<file path="src/rtl/serial_mult_seq.sv">
// Frame sequencer for a 16-bit serial/parallel multiplier core: flushes the core,
// feeds operands over valid/ready, and collects the serial product into a word.
module serial_mult_seq #(
    parameter int WIDTH = 16,
    parameter int FRAME = 2 * WIDTH
) (
    input  logic               clock,
    input  logic               reset,
    input  logic               in_valid,
    output logic               in_ready,
    input  logic [WIDTH-1:0]   a_in,
    input  logic [WIDTH-1:0]   b_in,
    output logic [WIDTH-1:0]   mult_a,
    output logic               mult_x,
    input  logic               mult_p,
    output logic               out_valid,
    input  logic               out_ready,
    output logic [2*WIDTH-1:0] product
);

    localparam int               CNT_W    = $clog2(FRAME);
    localparam logic [CNT_W-1:0] CNT_LAST = CNT_W'(FRAME - 1);
    localparam logic [CNT_W-1:0] CNT_FILL = CNT_W'(WIDTH);

    typedef enum logic [1:0] {
        FLUSH,
        IDLE,
        RUN,
        HOLD
    } state_t;

    state_t           state;
    state_t           state_next;
    logic [CNT_W-1:0] cnt;
    logic [WIDTH-1:0] b_sh;
    logic             cnt_last;

    assign cnt_last = (cnt == CNT_LAST);

    // NOTE: every output of this block gets a default first, so no path leaves a latch.
    always_comb begin
        state_next = state;
        in_ready   = 1'b0;
        mult_x     = 1'b0;
        case (state)
            FLUSH: begin
                if (cnt_last) state_next = IDLE;
            end
            IDLE: begin
                in_ready = 1'b1;
                if (in_valid) state_next = RUN;
            end
            RUN: begin
                // Multiplier bits for the first half of the frame, zero-fill after.
                mult_x = (cnt < CNT_FILL) ? b_sh[0] : 1'b0;
                if (cnt_last) state_next = HOLD;
            end
            HOLD: begin
                if (out_ready) state_next = IDLE;
            end
            default: state_next = FLUSH;
        endcase
    end

    always_ff @(posedge clock or posedge reset) begin
        if (reset) state <= FLUSH;
        else       state <= state_next;
    end

    // NOTE: the core has no reset; FLUSH drives zeros for a full frame so its
    // accumulator drains before the first operation is accepted.
    always_ff @(posedge clock or posedge reset) begin
        if (reset) begin
            cnt       <= '0;
            mult_a    <= '0;
            b_sh      <= '0;
            product   <= '0;
            out_valid <= 1'b0;
        end else begin
            case (state)
                FLUSH: begin
                    mult_a <= '0;
                    cnt    <= cnt_last ? '0 : cnt + 1'b1;
                end
                IDLE: begin
                    if (in_valid) begin
                        mult_a <= a_in;
                        b_sh   <= b_in;
                        cnt    <= '0;
                    end
                end
                RUN: begin
                    b_sh    <= b_sh >> 1;
                    product <= {mult_p, product[2*WIDTH-1:1]};
                    cnt     <= cnt_last ? '0 : cnt + 1'b1;
                    if (cnt_last) out_valid <= 1'b1;
                end
                HOLD: begin
                    if (out_ready) out_valid <= 1'b0;
                end
                default: ;
            endcase
        end
    end

endmodule

</file>
<file path="config.mk">
export PLATFORM = sky130hd
export DESIGN_NAME = serial_mult_seq
export DESIGN_NICKNAME = d
export VERILOG_FILES = /design/src/rtl/serial_mult_seq.sv
export SDC_FILE = /design/constraint.sdc
export NUM_CORES = 1
export LEC_CHECK = 0
export BUFFER_PORTS_ARGS = -buffer_cell sky130_fd_sc_hd__buf_2
export CORE_ASPECT_RATIO = 0.7
export CORE_MARGIN = 2
export CORE_UTILIZATION = 45
export CTS_BUF_LIST = sky130_fd_sc_hd__clkbuf_16
export CTS_CLUSTER_SIZE = 14
export DETAILED_ROUTE_END_ITERATION = 10
export GPL_ROUTABILITY_DRIVEN = 0
export PLACE_DENSITY = 0.71
export SLEW_MARGIN = 0
export SYNTH_ARGS = -nofsm -noshare
export SYNTH_HDL_FRONTEND = slang
export SYNTH_SLANG_ARGS = --single-unit
</file>
<file path="constraint.sdc">
create_clock -name clock -period 2.7 [get_ports clock]
set_input_delay 0.135 -clock clock [delete_from_list [all_inputs] [get_ports clock]]
set_output_delay 0.135 -clock clock [all_outputs]
set_load 0.01 [all_outputs]
</file>
Word level (Yosys, flattened, before mapping)
Cells that the tools add are included.
- bits in registers: 72
- word-level logic and storage cells: 45
- input port bits: 37
- muxes and demuxes: 18
- eq/ne operators: 8
- $lt $le $gt $ge: 1
- $add $sub $neg: 1
- reduce and logical (&&, ||, !) cells: 11
- operator list (operator ; count):
    16-bit one-hot mux with 2 select lines ; 2
    16-bit 2-to-1 mux ; 2
    5-bit 2-to-1 mux ; 2
    5-bit one-hot mux with 2 select lines ; 1
    2-bit 2-to-1 mux ; 4
    2-bit inequality test, second input constant ; 4
    2-bit one-hot mux with 4 select lines ; 1
    2-bit nonzero test ; 4
    2-bit AND reduction ; 3
    5-bit by 1-bit adder with 5-bit output, second input constant ; 1
    5-bit == test, second input constant ; 1
    5-bit < comparator, second input constant ; 1
    1-bit 2-to-1 mux ; 5
    2-bit == test, second input constant ; 2
    4-bit AND reduction ; 1
    3-bit AND reduction ; 1
    2-bit by 1-bit == test with 1-bit output, second input constant ; 1
    2-bit zero test ; 1
    1-bit one-hot mux with 2 select lines ; 1
    2-bit OR reduction ; 1

Logic depth before layout (Yosys ltp)
- word-level depth: 4
- mapped depth: 7
- depth with buffers taken out: 6

Worst setup path after synthesis
No wires, ideal clock.
- kind: flip-flop to flip-flop
- start: register cnt[0]
- end: register state[1]
- stages on the path, launching flop included: 6
- slack: 1.068 ns
- arrival: 1.505 ns
- period minus slack after synthesis: 1.632 ns
- required time: 2.572 ns
- path through: dfrtp_1 -> ha_1 -> and3_1 -> ha_1 -> o221ai_2 -> mux2_1
- longest elaborated chain between the ends: 3
- RTL lines (element ; RTL line ; source):
    from (decl) ; 34 ; logic [CNT_W-1:0] cnt;
    from (signal assigned) ; 83 ; cnt <= cnt_last ? '0 : cnt + 1'b1;
    from (signal assigned) ; 95 ; cnt <= cnt_last ? '0 : cnt + 1'b1;
    5-bit == test (*) ; 38 ; assign cnt_last = (cnt == CNT_LAST);
    2-bit inequality test (no source line) ; -- ;
    4-bit AND reduction (no source line) (*) ; -- ;
    to (signal assigned) ; 67 ; else state <= state_next;
    to (decl) ; 32 ; state_t state;
Mark *: on every way between the ends. The rest lies on a longest branch, timed or not.
A chain may end at the register's enable or synchronous reset.

Worst setup path after layout
- start: register state[0]
- end: output port mult_x
- longest elaborated chain between the ends: 2
- RTL lines (element ; RTL line ; source):
    2-bit == test ; 45 ; case (state)
    1-bit 2-to-1 mux ; 45 ;
    to (decl) ; 14 ; output logic mult_x,
No other way between the ends.

==> results.toml <==
[run_status]
status = "completed"

[clock_network]
post_cts_buffers = 0
cts_inserted_buffers = 9
cts-root-buf = "clkbuf_16"
clk_path_buf_depth = 2
path_clk_slew_ns = 0.06
cts_tree = "done"
cts.sinks = 72
htreeDepth = 3
clk-insertion-delay-late_ns = 0.32

[finish]
antenna_cells_inserted = 0
drive_gt1_share_pct = 44.48
area_growth_pct = 28.28
fin_nets = 366
final_util_pct = 58.78
final_cells = 420
final.fill_count = 560

[detailed_routing]
drc = 0
first_pass_iters = 4
wl_per_cell_um = 13.85
ant_nets = 0
routed_wl_um = 5815
via_count = 2080
vias_per_cell = 4.952
drt_iter0_drc = 96

[setup_path]
cp_num_cells = 6
worstSetupStartpointType = "flop"
worstReg2RegEnd = "product[6]"
path_class = "reg -> out"
slowest_stage = "ha_2"
cp-endpoint = "mult_x"
worstPathRequired_ns = 2.57
reg2reg_from = "state[0]"
slowest_delay_ns = 0.49
end_kind = "output port"
cpLargestDelayFamily = "buffers and inverters"
arrival_ns = 2.03
startpoint = "state[0]"
r2r_slack_ns = 0.84
r2r_cells = 4
worst-path-buf-inv = 3
crit_chain = "inv_1 -> ha_2 -> buf_4 -> nand2_1 -> nor2_1 -> buf_2"
critPathMaxFanout = 20

[timing]
fin_setup_tns_ns = 0
relSlewSlack_pct = 58.70
slew_violations = 0
hold_viol = 0
post-route-min-period_ns = 2.166
fin_skew_ns = 0.005693
timing_worst_slew_pin_value_ns = 0.6186
rsz0062_at_grt = "false"
setup_viol = 0
timing.fmax_mhz = 461.7
min_period_over_period_pct = 80.22

[synth]
ys_ff_latch = 72
netlist_instances = 229
yosys.area.top_type = "dfrtp_1"
syn_nets = 274
ys_types = 31
synth_edf_count = 0
yosys_warnings = 0
synth-main-ff-cell = "dfrtp_1"
syn-cell-area_um2 = 3053
synth_most_common_cell = "dfrtp_1"
yosysTopAreaCellShare_pct = 59.02
ys_top_cells_by_count = "dfrtp_1 (72), mux2_2 (33), a22o_1 (19)"
synth.area.top_cells = "dfrtp_1 (59%), mux2_2 (12%), mux2i_1 (5.9%)"
seq_area_frac_synth_pct = 59.02
synth-async-reset-ratio_pct = 100.0
avgSynthCellArea_um2 = 13.33

[global_route]
grt_pass1_vias = 2012
grtUsageMet2_pct = 23.24
grtUsageMet1_pct = 25.09
grt_max_degree = 45
met3_usage_pct = 6.705
grt_pass1_wl_um = 9680
grtUsageTotal_pct = 17.08
grt_overflow_total = 0
antenna_found_initial = 0
grt_busiest_layer = "met1"

[place]
io_buffers = 87
dp.cells = 403
dpl.hpwl_um = 3988

[floorplanning]
fp.dieW_um = 102.4
dieArea_um2 = 7470
num_io_pins = 88
fp.dieH_um = 72.92
design.core.area_um2 = 6663
row_count = 25
start_util_pct = 45.82

[job]
drv_cap = 0

[pwr]
power_mw = 4.396
p_leak_nw = 2.048
peakVddDrop_mv = 0.5242
p_per_area_nw_per_um2 = 1123

[min_path]
min_path_type = "in -> reg"
==> metal layers <==
layer / share of wire, % / vias to the layer above
li1: - / 1009
met1: 50 / 1001
met2: 43 / 66
met3: 7.1 / 4
met4: 0.65 / 0
met5: 0 / -
==> flip-flops by register name (all words and copies together), names as in the netlist <==
register	cells
product	32
b_sh	16
mult_a	16
cnt	5
state	2
out_valid	1
==> timing repair <==
item / CTS / global route
hold buffers: 1 / 0
endpoints found under the hold margin: 28 / 0
resized for setup: 0 / 0
==> metrics by stage <==
step	hold WS (ns)	instance area [µm²]	worst slack (ns)
after floorplan	0.2747	3053	0.7401
after global placement	0.2470	3592	0.8711
after detailed placement	0.2586	3592	0.8146
after CTS	0.01958	3916	0.5001
after global routing	0.02042	3916	0.3701
final	0.02966	3916	0.5339
==> how the worst min path moves through the flow <==
stage | startpoint | slack, ns | endpoint | cells past startpoint
global route | a_in[0] | 0.02 | mult_a[0] | 2
floorplan | a_in[10] | 0.27 | mult_a[10] | 1
detailed placement | reset | 0.26 | product[31] | 2
global placement | reset | 0.25 | product[18] | 2
CTS | a_in[1] | 0.02 | mult_a[1] | 2
finish | a_in[2] | 0.03 | mult_a[2] | 2
==> logic make-up (layout without fill, tap and decap cells) <==
group	count (synthesis)	after routing	synth area share, %
simple gates	35	35	5.656
buf+inv	17	114	2.910
flops	72	72	59.02
compound gates	45	45	10.70
fa+ha+maj	8	8	3.279
mux	52	52	18.44
==> cell usage in the layout (no fill, tap or decap), types with 2 or more instances in the layout <==
master     count
a22o_1        19
buf_2         87
buf_4          4
bufinv_16      2
clkbuf_16      9
dfrtp_1       72
ha_1           7
inv_1          6
mux2_2        33
mux2i_1       17
nand2_1       18
nor2_1         4
nor2b_1        3
o21ai_0       16
o21ai_1        4
==> layout make-up <==
class,count,area (µm²),area share [%]
multi-input combinational,140,1169,29.84
clock buffer,9,225.2,5.751
sequential,72,1802,46.01
inverter,5,18.77,0.4792
clock inverter,7,88.84,2.268
timing repair buffer,93,495.5,12.65
tap,94,117.6,3.003
==> power breakdown <==
group	switching [mW]	total [mW]	internal [mW]	leakage (nW)
clock	0.427	1.23	0.801	0.158
sequential	0.230	1.68	1.45	0.940
combinational	0.782	1.49	0.711	0.949
No activity file was read; power rests on OpenSTA's default activity.
